### src/rtl/foo_out_capture.sv
// Change-triggered capture of foo's {x, long_out}: each new value is stamped with a cycle count
// and queued in a first-word-fall-through FIFO. Optional FOO_CAPTURE_DROP_CNT_EN adds drop_cnt.
module foo_out_capture #(
  parameter int DEPTH = 8,
  parameter int SEQ_W = 16
) (
  input  logic                    clk,
  input  logic                    rst_n,
  input  logic [63:0]             x,
  input  logic [128:0]            long_out,
  output logic                    m_valid,
  input  logic                    m_ready,
  output logic [63:0]             m_x,
  output logic [128:0]            m_long,
  output logic [SEQ_W-1:0]        m_seq,
  output logic [$clog2(DEPTH):0]  count,
  output logic                    overflow,
  input  logic                    clear_ovf
`ifdef FOO_CAPTURE_DROP_CNT_EN
  ,
  output logic [15:0]             drop_cnt
`endif
);

  localparam int PW = $clog2(DEPTH);
  localparam int CW = PW + 1;
  localparam int SW = 64 + 129;
  localparam int RW = SEQ_W + SW;

  logic [RW-1:0]    mem_q [DEPTH];
  logic [PW-1:0]    wr_ptr_q, wr_ptr_d;
  logic [PW-1:0]    rd_ptr_q, rd_ptr_d;
  logic [CW-1:0]    count_q, count_d;
  logic [SEQ_W-1:0] seq_q, seq_d;
  logic [SW-1:0]    prev_q, prev_d;
  logic             primed_q, primed_d;
  logic             ovf_q, ovf_d;

  logic [SW-1:0]    sample_s;
  logic             change_s;
  logic             full_s;
  logic             pop_s;
  logic             wr_en_s;
  logic             drop_s;

  assign sample_s = {x, long_out};

  // Push/pop/drop decisions; full and empty come from the occupancy count, not pointer equality.
  always_comb begin
    change_s = 1'b0;
    full_s   = 1'b0;
    pop_s    = 1'b0;
    wr_en_s  = 1'b0;
    drop_s   = 1'b0;
    if (rst_n) begin
      change_s = !primed_q || (sample_s != prev_q);
      full_s   = (count_q == CW'(DEPTH));
      pop_s    = (count_q != {CW{1'b0}}) && m_ready;
      wr_en_s  = change_s && (!full_s || pop_s);
      drop_s   = change_s && full_s && !pop_s;
    end else begin
      change_s = 1'b0;
    end
  end

  // Next-state for pointers, occupancy, stamp counter, sample register and sticky overflow.
  always_comb begin
    wr_ptr_d = wr_ptr_q;
    rd_ptr_d = rd_ptr_q;
    count_d  = count_q;
    seq_d    = seq_q + SEQ_W'(1);
    prev_d   = sample_s;
    primed_d = 1'b1;
    ovf_d    = ovf_q;
    if (wr_en_s) begin
      wr_ptr_d = wr_ptr_q + PW'(1);
    end else begin
      wr_ptr_d = wr_ptr_q;
    end
    if (pop_s) begin
      rd_ptr_d = rd_ptr_q + PW'(1);
    end else begin
      rd_ptr_d = rd_ptr_q;
    end
    case ({wr_en_s, pop_s})
      2'b10:   count_d = count_q + CW'(1);
      2'b01:   count_d = count_q - CW'(1);
      default: count_d = count_q;
    endcase
    if (drop_s) begin
      ovf_d = 1'b1;
    end else if (clear_ovf) begin
      ovf_d = 1'b0;
    end else begin
      ovf_d = ovf_q;
    end
  end

  // Control state registers with synchronous active-low reset.
  always_ff @(posedge clk) begin
    if (!rst_n) begin
      wr_ptr_q <= {PW{1'b0}};
      rd_ptr_q <= {PW{1'b0}};
      count_q  <= {CW{1'b0}};
      seq_q    <= {SEQ_W{1'b0}};
      prev_q   <= {SW{1'b0}};
      primed_q <= 1'b0;
      ovf_q    <= 1'b0;
    end else begin
      wr_ptr_q <= wr_ptr_d;
      rd_ptr_q <= rd_ptr_d;
      count_q  <= count_d;
      seq_q    <= seq_d;
      prev_q   <= prev_d;
      primed_q <= primed_d;
      ovf_q    <= ovf_d;
    end
  end

  // Record storage; contents are don't-care until written, so no reset.
  always_ff @(posedge clk) begin
    if (wr_en_s) begin
      mem_q[wr_ptr_q] <= {seq_q, sample_s};
    end else begin
      mem_q[wr_ptr_q] <= mem_q[wr_ptr_q];
    end
  end

`ifdef FOO_CAPTURE_DROP_CNT_EN
  logic [15:0] drop_cnt_q, drop_cnt_d;

  // Saturating drop counter; a clear coinciding with a drop leaves exactly one counted.
  always_comb begin
    drop_cnt_d = drop_cnt_q;
    if (clear_ovf) begin
      drop_cnt_d = drop_s ? 16'd1 : 16'd0;
    end else if (drop_s && (drop_cnt_q != 16'hFFFF)) begin
      drop_cnt_d = drop_cnt_q + 16'd1;
    end else begin
      drop_cnt_d = drop_cnt_q;
    end
  end

  // Drop counter register.
  always_ff @(posedge clk) begin
    if (!rst_n) begin
      drop_cnt_q <= 16'd0;
    end else begin
      drop_cnt_q <= drop_cnt_d;
    end
  end

  assign drop_cnt = drop_cnt_q;
`endif

  assign m_valid  = (count_q != {CW{1'b0}});
  assign count    = count_q;
  assign overflow = ovf_q;
  assign m_seq    = mem_q[rd_ptr_q][RW-1:SW];
  assign m_x      = mem_q[rd_ptr_q][SW-1:129];
  assign m_long   = mem_q[rd_ptr_q][128:0];

endmodule

### config.mk
export PLATFORM = sky130hd
export DESIGN_NAME = foo_out_capture
export DESIGN_NICKNAME = d
export VERILOG_FILES = /design/src/rtl/foo_out_capture.sv
export SDC_FILE = /design/constraint.sdc
export NUM_CORES = 2
export LEC_CHECK = 0
export ABC_AREA = 1
export BUFFER_PORTS_ARGS = -buffer_cell sky130_fd_sc_hd__buf_2
export CORE_MARGIN = 5
export CORE_UTILIZATION = 35
export CTS_CLUSTER_DIAMETER = 30
export CTS_CLUSTER_SIZE = 30
export DETAILED_ROUTE_END_ITERATION = 6
export SYNTH_ARGS = -nofsm -noshare
export SYNTH_HDL_FRONTEND = slang
export SYNTH_SLANG_ARGS = --single-unit
### constraint.sdc
create_clock -name clk -period 31.4 [get_ports clk]
set_clock_uncertainty 0.15 [all_clocks]
set_input_delay 9.42 -clock clk [delete_from_list [all_inputs] [get_ports clk]]
set_output_delay 9.42 -clock clk [all_outputs]
set_load 0.05 [all_outputs]
==> flow_metrics.tcl <==
set metrics [dict create \
    status "completed" \
    clkSlewWorstSetupHoldPaths_ns 0.05 \
    synth_compound_area_share_pct 9.62 \
    ios 412 \
    clockRootBuffer "clkbuf_16" \
    drt_iter0_drc 3846 \
    die_w_um 470 \
    syn_to_final_growth_pct 24.4 \
    grt_max_degree 315 \
    ys.flop_type "edfxtp_1" \
    grt_pass1_wl_um 294000 \
    hold_buffers 0 \
    rsz0062_at_grt "false" \
    io_buffers 411 \
    overflow 0 \
    netlist_area_um2 74100 \
    synthCells 6293 \
    synth_fp_nets 6496 \
    synth_common_cells "edfxtp_1 (1672), nor2_1 (1651), o21ai_0 (880)" \
    start_util_pct 35.1 \
    final-instance-count-excl-fill 9985 \
    synth-seq-cells 1896 \
    track_usage_pct 17.1 \
    yosys.area.top_type_share_pct 67.7 \
    cts_tree "done" \
    syn_area_per_cell_um2 11.8 \
    cp_slowest_cell "buf_4" \
    synthAdderAreaFrac_pct 0.101 \
    cts.htree.levels 5 \
    fin_crit_sh_pct 50.5 \
    rows 169 \
    yosysWarnings 0 \
    drt-pass1-iter-count 5 \
    insertion_delay_ns 0.99 \
    yosys.area_share.simple_pct 11.6 \
    gp_congestion 0.733 \
    yosysSeqAreaShare_pct 73.8 \
    numCtsBuffers 393 \
    synth_edf_count 1672 \
    route.antenna.remaining_nets 0 \
    slew_headroom_pct 11.5 \
    die_h_um 470 \
    crit_arrival_ns 6.28 \
    min_path_type "flop to flop" \
    cpMostUsedCell "buf_4" \
    drc 0 \
    post_cts_buffers 0 \
    met2_usage_pct 26.7 \
    routed-via-count 49100 \
    drt_wl_total_um 194000 \
    hold_viol 0 \
    met1_usage_pct 22.7 \
    p_leak_nw 34.4 \
    coreArea_um2 211000 \
    fin_nets 7017 \
    startpoint_type "flop" \
    critPathMaxFanout 102 \
    worst-setup-path-type "flop to output pin" \
    finish.utilization_pct 43.6 \
    yosysUniqueCellTypes 34 \
    synthTopCellsByArea "edfxtp_1 (68%), nor2_1 (8.4%), dfxtp_1 (6.0%), o21ai_0 (5.9%), nand2_1 (2.6%)" \
    synth_top_family_by_area "simple AND/OR/NAND/NOR gates" \
    clock.fmax_ghz 0.0631 \
    worst_pin_slew_ns 1.33 \
    finalSetupViolCount 0 \
    hpwl_um 103000 \
    vdd_drop_max_mv 0.0811 \
    powerDensity_nw_per_um2 90.5 \
    synthXorXnorAreaFrac_pct 0.662 \
    synth_mux_area_share_pct 0 \
    cts_resized 0 \
    dieArea_um2 221000 \
    use_met3_pct 4.63 \
    synth.most_common_cell "edfxtp_1" \
    async_flop_share_pct 0 \
    first_global_vias 48800 \
    worst_setup_path_end_kind "output pin" \
    maxCapViolCount 0 \
    wire_per_inst_um 19.4 \
    cp_cell_sequence "buf_4, buf_4, buf_4, buf_4, o21ai_0, o22ai_1, nor2_1, a31oi_1, buf_2" \
    yosys.area.top_type "edfxtp_1" \
    drive_above_1_share_pct 16.0 \
    antenna_found_initial 66 \
    dp_cells 9240 \
    cts_sinks 1896 \
    critical_path_required_ns 21.83 \
    grt_busiest_layer "met2" \
    finalSetupTns_ns 0 \
    vias_per_cell 4.91 \
    maxSlewViolCount 0 \
    slowest_delay_ns 0.89 \
    min_period_ns 15.85 \
    cts_buffer_depth 4 \
]
==> flip-flops by register name (all words and copies together), names as in the netlist, named ones only <==
register / flops
overflow: 1
mem_q: 1672
rd_ptr_q: 3
wr_ptr_q: 3
prev_q: 193
seq_q: 16
primed_q: 1
count: 4
==> placed cells by master (no fill, tap or decap), types with 31 or more instances in the layout <==
cell type,Yosys,routed
buf_4,22,57
o22ai_1,210,210
clkbuf_16,0,399
clkbuf_1,211,62
diode_2,0,35
edfxtp_1,1672,1672
o21ai_0,880,880
buf_2,96,410
dfxtp_1,224,222
clkinv_2,1,58
nand2_1,508,508
a31oi_1,210,210
xnor2_1,44,44
clkinvlp_4,0,42
inv_1,421,419
clkinv_1,0,31
bufinv_16,0,55
nor2_1,1651,1647
==> through the flow <==
step	hold WS [ns]	instance area, µm²	setup WS (ns)	power (mW)
final	0.316	92300	15.55	8.35
after global routing	0.353	92200	15.20	8.67
after CTS	0.316	92200	15.46	8.43
after detailed placement	0.309	78900	16.66	4.30
after global placement	0.300	78900	16.66	4.28
after floorplan	0.283	74100	5.84	3.93
==> worst paths after layout <==
path	endpoint	slack [ns]	cells after the start	start
worst max-delay path	m_long[128]	15.55	9	flop
worst min-delay path	rd_ptr_q[2]	0.32	2	rd_ptr_q[2]
worst max register to register	mem_q[0][127]	26.13	13	prev_q[25]
worst min register to register	rd_ptr_q[2]	0.32	2	rd_ptr_q[2]
==> where the power goes <==
| part | total (mW) | switching (mW) | leakage [nW] | internal, mW |
|---|---|---|---|---|
| sequential | 2.88 | 0.0323 | 17.1 | 2.85 |
| combinational | 1.37 | 1.06 | 10.8 | 0.301 |
| clock | 4.10 | 1.29 | 6.40 | 2.81 |
| total | 8.35 | 2.39 | 34.4 | 5.96 |
==> cells by family after synthesis <==
group,after synthesis
buffers and inverters,772
adder cells (fa/ha/maj),6
AO/OA/AOI/OAI,1320
AND/OR/NAND/NOR,2243
flip-flops,1896
XOR/XNOR,56
==> layout make-up <==
type,instances,area [µm²]
antenna,35,87.6
sequential,1896,54700
clock inverter,231,2840
inverter,423,1620
timing repair buffer,475,2640
tap,2821,3530
fill,19200,119000
clock buffer,479,10500
multi-input combinational,3625,16400
==> worst max-delay path, delay by kind of cell, from the launching register on <==
family	cells	cell delay [ns]
buffers and inverters	5	3.56
and+or+nand+nor	1	0.07
DFF	1	0.58
AOI/OAI and AO/OA	3	0.84
==> metal layers <==
layer  wire (µm)  share of wire (%)  up-vias
li1            -                  -    23100
met1       84900                 44    23900
met2       88600                 46     1527
met3       14300                7.4      411
met4        5920                3.0       48
met5         306               0.16        -
No activity file was read; power rests on OpenSTA's default activity.
